<file path="config.mk">
export PLATFORM = sky130hd
export DESIGN_NAME = pdl_array_flat
export DESIGN_NICKNAME = d
export VERILOG_FILES = /design/src/rtl/pdl_array_if.sv /design/src/rtl/pdl_array.sv /design/src/flat_wrapper.sv
export SDC_FILE = /design/constraint.sdc
export NUM_CORES = 1
export LEC_CHECK = 0
export BUFFER_PORTS_ARGS = -buffer_cell sky130_fd_sc_hd__buf_4
export CORE_ASPECT_RATIO = 0.75
export CORE_MARGIN = 5
export CORE_UTILIZATION = 55
export CTS_CLUSTER_SIZE = 28
export DETAILED_ROUTE_END_ITERATION = 8
export PLACE_DENSITY = 0.73
export REMOVE_ABC_BUFFERS = 1
export SYNTH_ARGS = -nofsm -noshare
export SYNTH_HDL_FRONTEND = slang
export SYNTH_SLANG_ARGS = --single-unit
</file>
<file path="constraint.sdc">
create_clock -name clk_1ms -period 3.9 [get_ports clk_1ms]
set_clock_uncertainty 0.1 [all_clocks]
set_input_delay 0.195 -clock clk_1ms [delete_from_list [all_inputs] [get_ports clk_1ms]]
set_output_delay 0.195 -clock clk_1ms [all_outputs]
set_load 0.02 [all_outputs]
</file>
<file path="src/rtl/pdl_array_if.sv">
// Paddle array bus: per-paddle buttons, freeze and scan position in;
// paddle centres, hit flags and hit colour out.
`timescale 1ns/1ps
interface pdl_array_if #(parameter int NUM_PDL = 2);
  logic [NUM_PDL-1:0]    btn_up;
  logic [NUM_PDL-1:0]    btn_dn;
  logic                  freeze;
  logic [9:0]            x;
  logic [9:0]            y;
  logic [10*NUM_PDL-1:0] x_pdl;
  logic [10*NUM_PDL-1:0] y_pdl;
  logic [NUM_PDL-1:0]    pdl_on;
  logic                  any_on;
  logic [11:0]           rgb_pdl;

  modport master (output btn_up, btn_dn, freeze, x, y,
                  input  x_pdl, y_pdl, pdl_on, any_on, rgb_pdl);
  modport slave  (input  btn_up, btn_dn, freeze, x, y,
                  output x_pdl, y_pdl, pdl_on, any_on, rgb_pdl);
endinterface

</file>
<file path="src/rtl/pdl_array.sv">
// Array of independently driven paddles: button sync, IDLE/SLOW/FAST
// acceleration FSM, clamped vertical motion and per-pixel hit/colour.
`timescale 1ns/1ps
module pdl_lane #(
    parameter int IDX        = 0,
    parameter int H_ACTIVE   = 640,
    parameter int V_ACTIVE   = 480,
    parameter int PDL_W      = 16,
    parameter int PDL_H      = 80,
    parameter int EDGE_GAP   = 20,
    parameter int LANE_GAP   = 64,
    parameter int SPEED_SLOW = 1,
    parameter int SPEED_FAST = 4,
    parameter int HOLD_TICKS = 100
) (
    input  logic       clk_1ms,
    input  logic       reset,
    input  logic       btn_up,
    input  logic       btn_dn,
    input  logic       freeze,
    input  logic [9:0] x,
    input  logic [9:0] y,
    output logic [9:0] x_pdl,
    output logic [9:0] y_pdl,
    output logic       pdl_on
);
    localparam int XC_I = (IDX % 2 == 0) ? EDGE_GAP + PDL_W/2 + LANE_GAP*(IDX/2)
                                         : H_ACTIVE - (EDGE_GAP + PDL_W/2 + LANE_GAP*(IDX/2));
    localparam logic [10:0] XC    = 11'(XC_I);
    localparam logic [10:0] HW    = 11'(PDL_W/2);
    localparam logic [10:0] HH    = 11'(PDL_H/2);
    localparam logic [10:0] Y_MIN = 11'(PDL_H/2);
    localparam logic [10:0] Y_MAX = 11'(V_ACTIVE - PDL_H/2);
    localparam logic [10:0] Y_RST = 11'(V_ACTIVE/2);
    localparam int CW = ($clog2(HOLD_TICKS+1) > 8) ? $clog2(HOLD_TICKS+1) : 8;
    // Counter value on the last SLOW tick: entry step plus HOLD_TICKS-1 held ticks.
    localparam logic [CW-1:0] CNT_LAST = CW'(HOLD_TICKS-2);

    typedef enum logic [1:0] {IDLE, SLOW, FAST} state_t;
    typedef enum logic [1:0] {D_NONE, D_UP, D_DN} dir_t;

    logic [1:0]    up_ff, dn_ff;
    logic          up_s, dn_s;
    dir_t          dir, cur_dir;
    state_t        state;
    logic [CW-1:0] cnt;
    logic [10:0]   y_q, spd, y_up, y_dn;
    logic          at_lim;

    always_ff @(posedge clk_1ms or posedge reset) begin
        if (reset) begin
            up_ff <= 2'b11;
            dn_ff <= 2'b11;
        end else begin
            up_ff <= {up_ff[0], btn_up};
            dn_ff <= {dn_ff[0], btn_dn};
        end
    end

    assign up_s = ~up_ff[1];
    assign dn_s = ~dn_ff[1];

    always_comb begin
        dir = D_NONE;
        if (up_s && !dn_s)      dir = D_UP;
        else if (dn_s && !up_s) dir = D_DN;
        spd    = (state == FAST && dir == cur_dir) ? 11'(SPEED_FAST) : 11'(SPEED_SLOW);
        y_up   = (y_q >= Y_MIN + spd) ? y_q - spd : Y_MIN;
        y_dn   = (y_q + spd <= Y_MAX) ? y_q + spd : Y_MAX;
        // Pushing against a limit freezes the whole lane, not just y.
        at_lim = (dir == D_UP && y_q == Y_MIN) || (dir == D_DN && y_q == Y_MAX);
    end

    always_ff @(posedge clk_1ms or posedge reset) begin
        if (reset) begin
            state   <= IDLE;
            cur_dir <= D_NONE;
            cnt     <= '0;
            y_q     <= Y_RST;
        end else if (!freeze && !at_lim) begin
            if (dir == D_NONE) begin
                state <= IDLE;
            end else begin
                y_q     <= (dir == D_UP) ? y_up : y_dn;
                cur_dir <= dir;
                if (state == IDLE || dir != cur_dir) begin
                    state <= SLOW;
                    cnt   <= '0;
                end else if (state == SLOW) begin
                    cnt <= cnt + 1'b1;
                    if (cnt == CNT_LAST) state <= FAST;
                end
            end
        end
    end

    assign x_pdl  = XC[9:0];
    assign y_pdl  = y_q[9:0];
    assign pdl_on = ({1'b0, x} >= XC - HW) && ({1'b0, x} < XC + HW) &&
                    ({1'b0, y} >= y_q - HH) && ({1'b0, y} < y_q + HH);
endmodule

module pdl_array #(
    parameter int          NUM_PDL    = 2,
    parameter int          H_ACTIVE   = 640,
    parameter int          V_ACTIVE   = 480,
    parameter int          PDL_W      = 16,
    parameter int          PDL_H      = 80,
    parameter int          EDGE_GAP   = 20,
    parameter int          LANE_GAP   = 64,
    parameter int          SPEED_SLOW = 1,
    parameter int          SPEED_FAST = 4,
    parameter int          HOLD_TICKS = 100,
    parameter logic [47:0] PALETTE    = 48'hF0F_0F0_00F_F00
) (
    input logic        clk_1ms,
    input logic        reset,
    pdl_array_if.slave bus
);
    logic [NUM_PDL-1:0][9:0] xp, yp;
    logic [NUM_PDL-1:0]      on;
    logic [11:0]             rgb;

    for (genvar i = 0; i < NUM_PDL; i++) begin : g_lane
        pdl_lane #(
            .IDX(i), .H_ACTIVE(H_ACTIVE), .V_ACTIVE(V_ACTIVE),
            .PDL_W(PDL_W), .PDL_H(PDL_H), .EDGE_GAP(EDGE_GAP), .LANE_GAP(LANE_GAP),
            .SPEED_SLOW(SPEED_SLOW), .SPEED_FAST(SPEED_FAST), .HOLD_TICKS(HOLD_TICKS)
        ) u_lane (
            .clk_1ms(clk_1ms),
            .reset  (reset),
            .btn_up (bus.btn_up[i]),
            .btn_dn (bus.btn_dn[i]),
            .freeze (bus.freeze),
            .x      (bus.x),
            .y      (bus.y),
            .x_pdl  (xp[i]),
            .y_pdl  (yp[i]),
            .pdl_on (on[i])
        );
    end

    // Descending scan so the lowest-index hit wins.
    always_comb begin
        rgb = '0;
        for (int i = NUM_PDL-1; i >= 0; i--)
            if (on[i]) rgb = PALETTE[12*i +: 12];
    end

    assign bus.x_pdl   = xp;
    assign bus.y_pdl   = yp;
    assign bus.pdl_on  = on;
    assign bus.any_on  = |on;
    assign bus.rgb_pdl = rgb;
endmodule

</file>
<file path="src/flat_wrapper.sv">
// flat-port wrapper written by rule: the top's interface ports become plain ports
module pdl_array_flat 
#(
    parameter int          NUM_PDL    = 2,
    parameter int          H_ACTIVE   = 640,
    parameter int          V_ACTIVE   = 480,
    parameter int          PDL_W      = 16,
    parameter int          PDL_H      = 80,
    parameter int          EDGE_GAP   = 20,
    parameter int          LANE_GAP   = 64,
    parameter int          SPEED_SLOW = 1,
    parameter int          SPEED_FAST = 4,
    parameter int          HOLD_TICKS = 100,
    parameter logic [47:0] PALETTE    = 48'hF0F_0F0_00F_F00
)
  (clk_1ms, reset, bus_btn_up, bus_btn_dn, bus_freeze, bus_x, bus_y, bus_x_pdl, bus_y_pdl, bus_pdl_on, bus_any_on, bus_rgb_pdl);
  pdl_array_if #(.NUM_PDL(NUM_PDL)) bus_i ();
  input logic clk_1ms;
  input logic reset;
  input wire logic [$bits(bus_i.btn_up)-1:0] bus_btn_up;
  input wire logic [$bits(bus_i.btn_dn)-1:0] bus_btn_dn;
  input wire logic [$bits(bus_i.freeze)-1:0] bus_freeze;
  input wire logic [$bits(bus_i.x)-1:0] bus_x;
  input wire logic [$bits(bus_i.y)-1:0] bus_y;
  output wire logic [$bits(bus_i.x_pdl)-1:0] bus_x_pdl;
  output wire logic [$bits(bus_i.y_pdl)-1:0] bus_y_pdl;
  output wire logic [$bits(bus_i.pdl_on)-1:0] bus_pdl_on;
  output wire logic [$bits(bus_i.any_on)-1:0] bus_any_on;
  output wire logic [$bits(bus_i.rgb_pdl)-1:0] bus_rgb_pdl;
  assign bus_i.btn_up = bus_btn_up;
  assign bus_i.btn_dn = bus_btn_dn;
  assign bus_i.freeze = bus_freeze;
  assign bus_i.x = bus_x;
  assign bus_i.y = bus_y;
  assign bus_x_pdl = bus_i.x_pdl;
  assign bus_y_pdl = bus_i.y_pdl;
  assign bus_pdl_on = bus_i.pdl_on;
  assign bus_any_on = bus_i.any_on;
  assign bus_rgb_pdl = bus_i.rgb_pdl;
  pdl_array #(.NUM_PDL(NUM_PDL), .H_ACTIVE(H_ACTIVE), .V_ACTIVE(V_ACTIVE), .PDL_W(PDL_W), .PDL_H(PDL_H), .EDGE_GAP(EDGE_GAP), .LANE_GAP(LANE_GAP), .SPEED_SLOW(SPEED_SLOW), .SPEED_FAST(SPEED_FAST), .HOLD_TICKS(HOLD_TICKS), .PALETTE(PALETTE)) u_core (.clk_1ms(clk_1ms), .reset(reset), .bus(bus_i));
endmodule
</file>
==> results of run 1 <==
power by group through the flow:
stage | clock network (mW) | logic, mW | registers [mW]
6_report | 0.474 | 2.03 | 0.974
5_1_grt | 0.509 | 2.25 | 0.996
4_1_cts | 0.488 | 1.95 | 0.955
2_1_floorplan | 0 | 1.26 | 0.991
3_5_place_dp | 0 | 1.92 | 0.962
3_3_place_gp | 0 | 1.85 | 0.957
routing by layer:
layer	wire length (microns)	vias to the layer above	GRT usage [%]	share of wire (%)
met3	1412	17	4.702	9.4
met4	136	0	4.122	0.91
met5	0	-	0	0
li1	-	2476	-	-
met2	6673	277	35.58	45
met1	6741	2461	33.89	45
registers in the layout, summed over array words and instances, names as in the netlist:
signal                        flops
u_core.g_lane.u_lane.up_ff        4
u_core.g_lane.u_lane.state        4
u_core.g_lane.u_lane.cnt         16
u_core.g_lane.u_lane.dn_ff        4
u_core.g_lane.u_lane.cur_dir      4
u_core.g_lane.u_lane.y_q         22
worst paths after layout:
kind | start | to | slack [ps] | cells past startpoint
hold reg to reg | u_core.g_lane[0].u_lane.up_ff[0] | u_core.g_lane[0].u_lane.up_ff[1] | 260 | 0
max in group asynchronous | reset | u_core.g_lane[1].u_lane.y_q[6] | 2900 | 3
setup reg to reg | u_core.g_lane[0].u_lane.up_ff[1] | u_core.g_lane[0].u_lane.y_q[0] | 110 | 16
min in group clk_1ms | bus_freeze | u_core.g_lane[0].u_lane.cur_dir[1] | 170 | 4
setup / recovery | u_core.g_lane[0].u_lane.up_ff[1] | u_core.g_lane[0].u_lane.y_q[0] | 110 | 16
hold / removal | reset | u_core.g_lane[0].u_lane.cnt[6] | -20 | 2
cell usage in the layout (no fill, tap or decap), types with 16 or more instances in the layout:
master / synthesis / layout
buf_4: 53 / 73
ha_1: 58 / 58
o21ai_0: 55 / 53
nor2_1: 44 / 44
nand2_1: 41 / 41
inv_1: 38 / 37
dfrtp_1: 38 / 37
a21oi_1: 28 / 27
conb_1: 2 / 24
xor2_1: 22 / 22
nand3_1: 20 / 20
xnor2_1: 23 / 18
nor3_1: 17 / 17
dfstp_2: 16 / 16
kinds of logic after synthesis:
group / share of synthesized area [%]
muxes: 0.5488
buffers and inverters: 12.36
and+or+nand+nor: 19.23
adders and majority gates: 12.73
other: 0.1318
DFF: 24.06
AOI/OAI and AO/OA: 24.02
xor gates and xnor gates: 6.915
worst register-to-register path, stage by stage, from the launching register on:
cell,delay (ps)
dfstp_2,530
inv_1,50
ha_1,240
xnor2_2,180
and2_4,180
nand2_1,60
or2_4,270
ha_1,200
ha_1,230
nor2b_2,210
o21a_2,250
xnor2_2,230
o31ai_2,120
a221oi_4,320
buf_6,170
nor3_1,60
o31ai_1,270
area by class of cell:
class / instances / area [sq um] / share of cell area (%)
Clock buffer: 6 / 138.9 / 2.218
Clock inverter: 2 / 17.52 / 0.2798
Inverter: 38 / 142.6 / 2.278
Multi-Input combinational cell: 534 / 3820 / 61.01
Sequential cell: 54 / 1373 / 21.92
Tap cell: 136 / 170.2 / 2.718
Timing Repair Buffer: 78 / 599.3 / 9.572
per-stage QoR:
stage / util [%] / setup slack [ps] / instances
after global placement: 58.16 / 137.0 / 835
final: 61.32 / 113.8 / 848
after global routing: 61.32 / -58.17 / 848
after detailed placement: 58.16 / -44.29 / 835
after CTS: 60.15 / 4.424 / 847
after floorplan: - / -566.4 / 626
timing repair:
item / CTS / global route
pin swaps: 0 / 6
setup endpoints to repair: 4 / 20
gates resized for setup: 1 / 26
hold buffers: 4 / 0
setup buffers: 0 / 1
hold endpoints to repair: 4 / 0
==> metrics.yaml, run 1 <==
hold_viol_final: 27
cp_max_fo: 7
ant_nets: 0
worstSetupEndpointType: "register"
ios: 82
timing.final.crit_share_pct: 97.08
final_nets: 796
ctsRootBufferMaster: "clkbuf_16"
p_sw_mw: 1.640
area_delta_synth_final_pct: 9.857
viasPerCell: 6.169
drc: 0
die_h_microns: 98.16
required_ps: 4000
placementRows: 32
pwr-share-seq_pct: 28.0
relSlewSlack_pct: 35.08
ys_types: 83
grt_use_total_pct: 23.11
ir_drop_mv: 0.3118
final.min_clock_period_ps: 3786
fillers: 890
grt_max_degree: 41
min_path_type: "in -> async"
p_per_area_nw_per_um2: 554.8
power_mw: 3.474
criticalPathCategory: "reg -> reg"
place_congestion: 0.9474
tightestPinTransition_ps: 970.2
p_comb_share_pct: 58.3
cts_made_buffers: 5
fp.dieArea_sq_um: 12520
synth_top_area_cell: "dfrtp_1"
maxSlewViolCount: 0
wl_per_cell_microns: 17.65
yosysMostFrequentCell: "ha_1"
yosys-top-cells-area: "dfrtp_1 17%, ha_1 13%, dfstp_2 7.4%"
synth.top_cell.area_share_pct: 16.68
synthCells: 691
layout-drive-gt1-share_pct: 18.96
hold_ws_ps: -24.40
setup_viol: 0
insertion_delay_ps: 300
cpMostUsedCell: "ha_1"
swShare_pct: 47.20
antenna_found_initial: 0
coreArea_sq_um: 10210
path_delay_family: "compound AO/OA/AOI/OAI gates"
syn_area_per_cell_sq_um: 8.248
clk_pin_slew_ps: 70
setup_tns_ps: 0
synth_edf_count: 0
drt_iter0_drc: 487
p_int_mw: 1.834
synth_seq_area_share_pct: 24.06
grt_pass1_vias: 4925
placed_area_sq_um: 5938
fmax_ghz: 0.2641
overflow: 0
antenna_cells: 0
syn_area_sq_um: 5699
drv_cap: 0
arrival_ps: 3880
num_vias: 5231
critPathSlowestCell: "dfstp_2"
slowest_delay_ps: 530
dr.pass1.iters: 5
run_status: "finished, violations left"
violations: "hold timing"
cts_tree: "done"
ys.flop_type: "dfrtp_1"
grt_pass1_wl_mm: 24.05
ctsHtreeMaxLevel: 2
initial_utilization_pct: 55.82
dp_hpwl_mm: 11.12
ys_top_cells_by_count: "58 x ha_1, 55 x o21ai_0, 53 x buf_4"
synthArstFlopShare_pct: 100.0
pwr-share-clk_pct: 13.7
path_cells: "inv_1, ha_1, xnor2_2, and2_4, nand2_1, or2_4, ha_1, ha_1, nor2b_2, o21a_2, xnor2_2, o31ai_2, a221oi_4, buf_6, nor3_1, o31ai_1"
clock_sinks: 54
io_buffers: 55
cts_max_path_buffers: 2
power.leakage_nw: 2.795
totalWireLength_mm: 14.96
cp_num_buf_inv: 2
die_w_microns: 127.5
yosysWarnings: 0
stdcell_area_sq_um: 6261
cp-start-kind: "register"
ys_ff_latch: 54
Power figures use the tool's default switching activity.
==> inputs of run 2 (changes only) <==
CORE_MARGIN = 1   (was 5)
CORE_UTILIZATION = 35   (was 55)
PLACE_DENSITY = 0.49   (was 0.73)
==> run 2 against run 1 <==
The flow now finishes without violations. Sequential cell count unchanged. Highest routed layer unchanged. Core utilization fell by 20 points. Die area grew 34%. Critical path depth unchanged. Clock power hardly changed. Setup slack better by 100 ps. Cell count grew 9.1%.
==> metrics.yaml, run 2 (synthesized netlist as in run 1, its figures left out) <==
path_delay_family: "compound AO/OA/AOI/OAI gates"
pwr-share-clk_pct: 13.5
cts_tree: "done"
p_int_mw: 1.854
largest_register_ffs: 22
totalWireLength_mm: 15.42
grt_max_degree: 37
setup_tns_ps: 0
clock_sinks: 54
p_comb_share_pct: 58.7
clk_pin_slew_ps: 70
viasPerCell: 5.501
antenna_cells: 0
p_per_area_nw_per_um2: 546.8
reg.largest.list: "u_core.g_lane.u_lane.y_q: 22 flops, u_core.g_lane.u_lane.cnt: 16 flops"
wl_per_cell_microns: 16.67
required_ps: 4040
fmax_ghz: 0.2713
fillers: 1582
ctsRootBufferMaster: "clkbuf_16"
layout_common_cells: "80 x buf_4, 57 x ha_1, 53 x o21ai_0"
path_cells: "inv_1, ha_1, xnor2_1, and2_4, nand2_1, or2_4, ha_1, ha_1, nor2b_2, o21a_1, xnor2_2, a21oi_1, a221oi_4, buf_6, o21ai_1, a32o_1"
critPathSlowestCell: "dfstp_2"
insertion_delay_ps: 300
mostFrequentLayoutCell: "buf_4"
antenna_found_initial: 0
cts_made_buffers: 5
final.min_clock_period_ps: 3686
hold_ws_ps: 257.4
run_status: "finished clean"
die_w_microns: 149.3
swShare_pct: 46.96
placementRows: 39
initial_utilization_pct: 36.61
area_delta_synth_final_pct: 12.18
num_vias: 5088
multi_input_area_sq_um: 3814
power.leakage_nw: 2.831
ir_drop_mv: 0.1926
drc: 0
ctsHtreeMaxLevel: 2
hold_viol_final: 0
fp.dieArea_sq_um: 16800
grt_pass1_wl_mm: 25.37
cp_max_fo: 8
worstSetupEndpointType: "register"
pwr-share-seq_pct: 27.8
largest-register: "u_core.g_lane.u_lane.y_q"
setup_viol: 0
relSlewSlack_pct: 46.85
grt_use_total_pct: 18.88
coreArea_sq_um: 15570
slowest_delay_ps: 530
utilization_pct: 41.07
drv_cap: 0
ios: 82
tightestPinTransition_ps: 796.1
final_nets: 804
min_path_type: "reg -> reg"
place_congestion: 0.8813
layout-drive-gt1-share_pct: 19.17
cp_num_buf_inv: 2
overflow: 0
dp_hpwl_mm: 11.75
dr.pass1.iters: 7
io_buffers: 55
power_mw: 3.496
grt_pass1_vias: 4823
maxSlewViolCount: 0
seq_area_sq_um: 1371
p_sw_mw: 1.642
cts_max_path_buffers: 2
die_h_microns: 112.5
criticalPathCategory: "reg -> reg"
ant_nets: 0
arrival_ps: 3820
drt_iter0_drc: 392
timing.final.crit_share_pct: 94.52
cpMostUsedCell: "ha_1"
cp-start-kind: "register"
[run 2: cell types whose count changed in the layout (fill, tap and decap cells not counted), moves of 2 or more]
cell      previous run  this run
nor3b_2              1         3
nor3b_1              7         5
nor2_1              44        42
buf_4               73        80
nor2_2               0         2
clkinv_4             2         0
[run 2: cell type report]
type                    instances  area share [%]
clock buffers                   7           2.231
repair buffers                 86           10.35
well taps                     205           4.012
multi-input cells             534           59.65
flip-flops and latches         54           21.45
inverters                      38           2.231
clock inverters                 1         0.07828
[run 2: metrics by stage]
stage	area, sq um	instances	setup WS, ps
after global routing	6394	925	-6.754
after CTS	6300	925	21.50
after global placement	6077	911	44.94
final	6394	925	213.9
after detailed placement	6077	911	-20.50
after floorplan	5220	626	-566.4
[run 2: per-layer routing]
metal	share of wire [%]	track usage [%]	vias to the layer above
li1	-	-	2483
met1	53	28.84	2437
met2	41	27.35	154
met3	5.3	2.276	14
met4	1.3	5.442	0
met5	0	0	-
[run 2: worst reg2reg max path, cell delays in order (launching register included)]
cell and delay, ps:
dfstp_2 530, inv_1 40, ha_1 210, xnor2_1 220, and2_4 190, nand2_1 60, or2_4 280, ha_1 200
ha_1 240, nor2b_2 210, o21a_1 220, xnor2_2 180, a21oi_1 130, a221oi_4 300, buf_6 180, o21ai_1 80
a32o_1 260
[run 2: final timing paths]
kind	startpoint	endpoint	slack (ps)	cells after the start
worst max-delay path	u_core.g_lane[0].u_lane.dn_ff[1]	u_core.g_lane[0].u_lane.y_q[4]	210	16
min in group asynchronous	reset	u_core.g_lane[1].u_lane.cnt[6]	510	3
worst min register to register	u_core.g_lane[1].u_lane.dn_ff[0]	u_core.g_lane[1].u_lane.dn_ff[1]	260	0
worst min-delay path	u_core.g_lane[1].u_lane.dn_ff[0]	u_core.g_lane[1].u_lane.dn_ff[1]	260	0
max in group asynchronous	reset	u_core.g_lane[1].u_lane.up_ff[1]	2370	4
worst max register to register	u_core.g_lane[0].u_lane.dn_ff[1]	u_core.g_lane[0].u_lane.y_q[4]	210	16
[run 2: what timing repair did]
item | CTS | global route
gates resized for setup | 4 | 18
pin swaps | 1 | 1
hold buffers | 5 | 0
hold endpoints to repair | 31 | 0
setup buffers | 1 | 0
endpoints found under the setup margin | 5 | 16
[run 2: power by group through the flow]
stage	Combinational, mW	Sequential (mW)	Clock [mW]
4_1_cts	2.00	0.964	0.490
5_1_grt	2.29	0.999	0.511
6_report	2.05	0.971	0.472
3_5_place_dp	1.97	0.972	0
3_3_place_gp	1.93	0.970	0
2_1_floorplan	1.26	0.991	0
==> inputs of run 3 (changes only) <==
PLACE_DENSITY = unset   (was 0.49)
PLACE_DENSITY_LB_ADDON = 0.2   (was unset)
SLEW_MARGIN = 20   (was unset)
==> run 3 against run 2 <==
Register-to-register slack got worse by 40 ps. Sequential share of layout area shrank 0.11 points. Clock power up 8.7%. Combinational power is 2% higher. Global-route usage shrank 0.75 points. Critical path type unchanged. Critical endpoint is now u_core.g_lane[1].u_lane.y_q[2].
==> metrics.yaml, run 3 (synthesized netlist as in run 1, its figures left out) <==
overflow: 0
num_vias: 5100
run_status: "finished clean"
timing.final.crit_share_pct: 95.53
relSlewSlack_pct: 50.12
power.leakage_nw: 2.834
power_mw: 3.547
path_delay_family: "compound AO/OA/AOI/OAI gates"
dp_cells: 910
critPathSlowestCell: "dfstp_2"
initial_utilization_pct: 36.61
layout_setup_ws_ps: 174.3
grt_max_degree: 35
layout_common_cells: "82 x buf_4, 57 x ha_1, 54 x o21ai_0"
swShare_pct: 46.22
grt_pass1_wl_mm: 24.65
arrival_ps: 3860
tightestPinTransition_ps: 747.1
clk_pin_slew_ps: 70
place_congestion: 0.8734
area_delta_synth_final_pct: 12.78
insertion_delay_ps: 290
die_h_microns: 112.5
cp_max_fo: 7
setup_tns_ps: 0
cp-start-kind: "register"
fp.dieArea_sq_um: 16800
cp_num_buf_inv: 2
worstSetupEndpointType: "register"
largest_register_ffs: 22
cts_max_path_buffers: 2
io_buffers: 55
setup_viol: 0
p_per_area_nw_per_um2: 551.8
pwr-share-clk_pct: 14.5
p_int_mw: 1.907
drc: 0
totalWireLength_mm: 15.09
maxSlewViolCount: 0
pwr-share-seq_pct: 26.7
viasPerCell: 5.508
final_nets: 805
p_comb_share_pct: 58.8
drt_iter0_drc: 414
dr.pass1.iters: 5
dp_slack_ps: 87.85
cts_tree: "done"
mostFrequentLayoutCell: "buf_4"
antenna_cells: 0
grt_use_total_pct: 18.13
hold_ws_ps: 197.5
ios: 82
ant_nets: 0
placementRows: 39
cpMostUsedCell: "ha_1"
clock_sinks: 54
min_path_type: "in -> reg"
antenna_found_initial: 0
drv_cap: 0
dp_hpwl_mm: 11.52
ir_drop_mv: 0.2276
path_cells: "inv_1, ha_1, xnor2_1, nand3_1, or2_2, ha_1, ha_1, xnor2_1, nor3b_2, buf_4, a21oi_1, o31a_1, o21a_4, o311ai_1, a31o_1"
reg.largest.list: "u_core.g_lane.u_lane.y_q: 22 flops, u_core.g_lane.u_lane.cnt: 16 flops"
cts_made_buffers: 5
fmax_ghz: 0.2684
layout-drive-gt1-share_pct: 19.56
die_w_microns: 149.3
hold_viol_final: 0
required_ps: 4030
grt_pass1_vias: 4814
slowest_delay_ps: 530
final.min_clock_period_ps: 3726
ctsHtreeMaxLevel: 2
largest-register: "u_core.g_lane.u_lane.y_q"
coreArea_sq_um: 15570
instances_no_fill: 926
criticalPathCategory: "reg -> reg"
p_sw_mw: 1.639
wl_per_cell_microns: 16.29
ctsRootBufferMaster: "clkbuf_16"
==> run 3: power groups by stage <==
| stage | Clock (mW) | Combinational, mW | Sequential [mW] |
|---|---|---|---|
| after global routing | 0.551 | 2.33 | 0.974 |
| after floorplan | 0 | 1.26 | 0.991 |
| after detailed placement | 0 | 1.98 | 0.949 |
| after CTS | 0.529 | 2.01 | 0.938 |
| after global placement | 0 | 1.94 | 0.944 |
| final | 0.513 | 2.09 | 0.947 |
==> run 3: routing by layer <==
| layer | GRT usage [%] | share of wire, % |
|---|---|---|
| met1 | 27.10 | 51 |
| met2 | 27.47 | 44 |
| met3 | 3.008 | 5.6 |
| met4 | 2.789 | 0.36 |
| met5 | 0 | 0 |
==> run 3: final cells by class <==
type                    instances  area, sq um
inverters                      38        142.6
clock buffers                   6        128.9
flip-flops and latches         54         1371
fillers                      1568         9139
well taps                     205        256.5
repair buffers                 87        665.6
clock inverters                 2        37.54
multi-input cells             534         3825
==> run 3: metrics by stage <==
stage                     util (%)  instance area (sq um)
after floorplan                  -                   5220
after global placement       38.99                   6070
after detailed placement     38.99                   6070
after CTS                    40.38                   6286
after global routing         41.29                   6427
final                        41.29                   6427
==> run 3: path summary, 6_finish.rpt <==
check / startpoint / end / slack [ps] / depth (start not counted)
worst min register to register: u_core.g_lane[0].u_lane.dn_ff[0] / u_core.g_lane[0].u_lane.dn_ff[1] / 260 / 0
min in group asynchronous: reset / u_core.g_lane[1].u_lane.cnt[6] / 490 / 3
max in group asynchronous: reset / u_core.g_lane[1].u_lane.y_q[6] / 2380 / 4
worst max register to register: u_core.g_lane[1].u_lane.dn_ff[1] / u_core.g_lane[1].u_lane.y_q[2] / 170 / 15
worst min-delay path: bus_freeze / u_core.g_lane[0].u_lane.cnt[2] / 200 / 3
worst max-delay path: u_core.g_lane[1].u_lane.dn_ff[1] / u_core.g_lane[1].u_lane.y_q[2] / 170 / 15
==> run 3: timing repair <==
item / 4_1_cts / 5_1_grt
gates resized for setup: 0 / 23
setup buffers: 0 / 3
setup endpoints to repair: 0 / 16
hold buffers: 5 / 0
endpoints found under the hold margin: 29 / 0
==> run 3: tightest hold or removal path, cell delays in order <==
cell     delay (ps)
buf_4           130
nor3b_2          70
o22ai_1         150
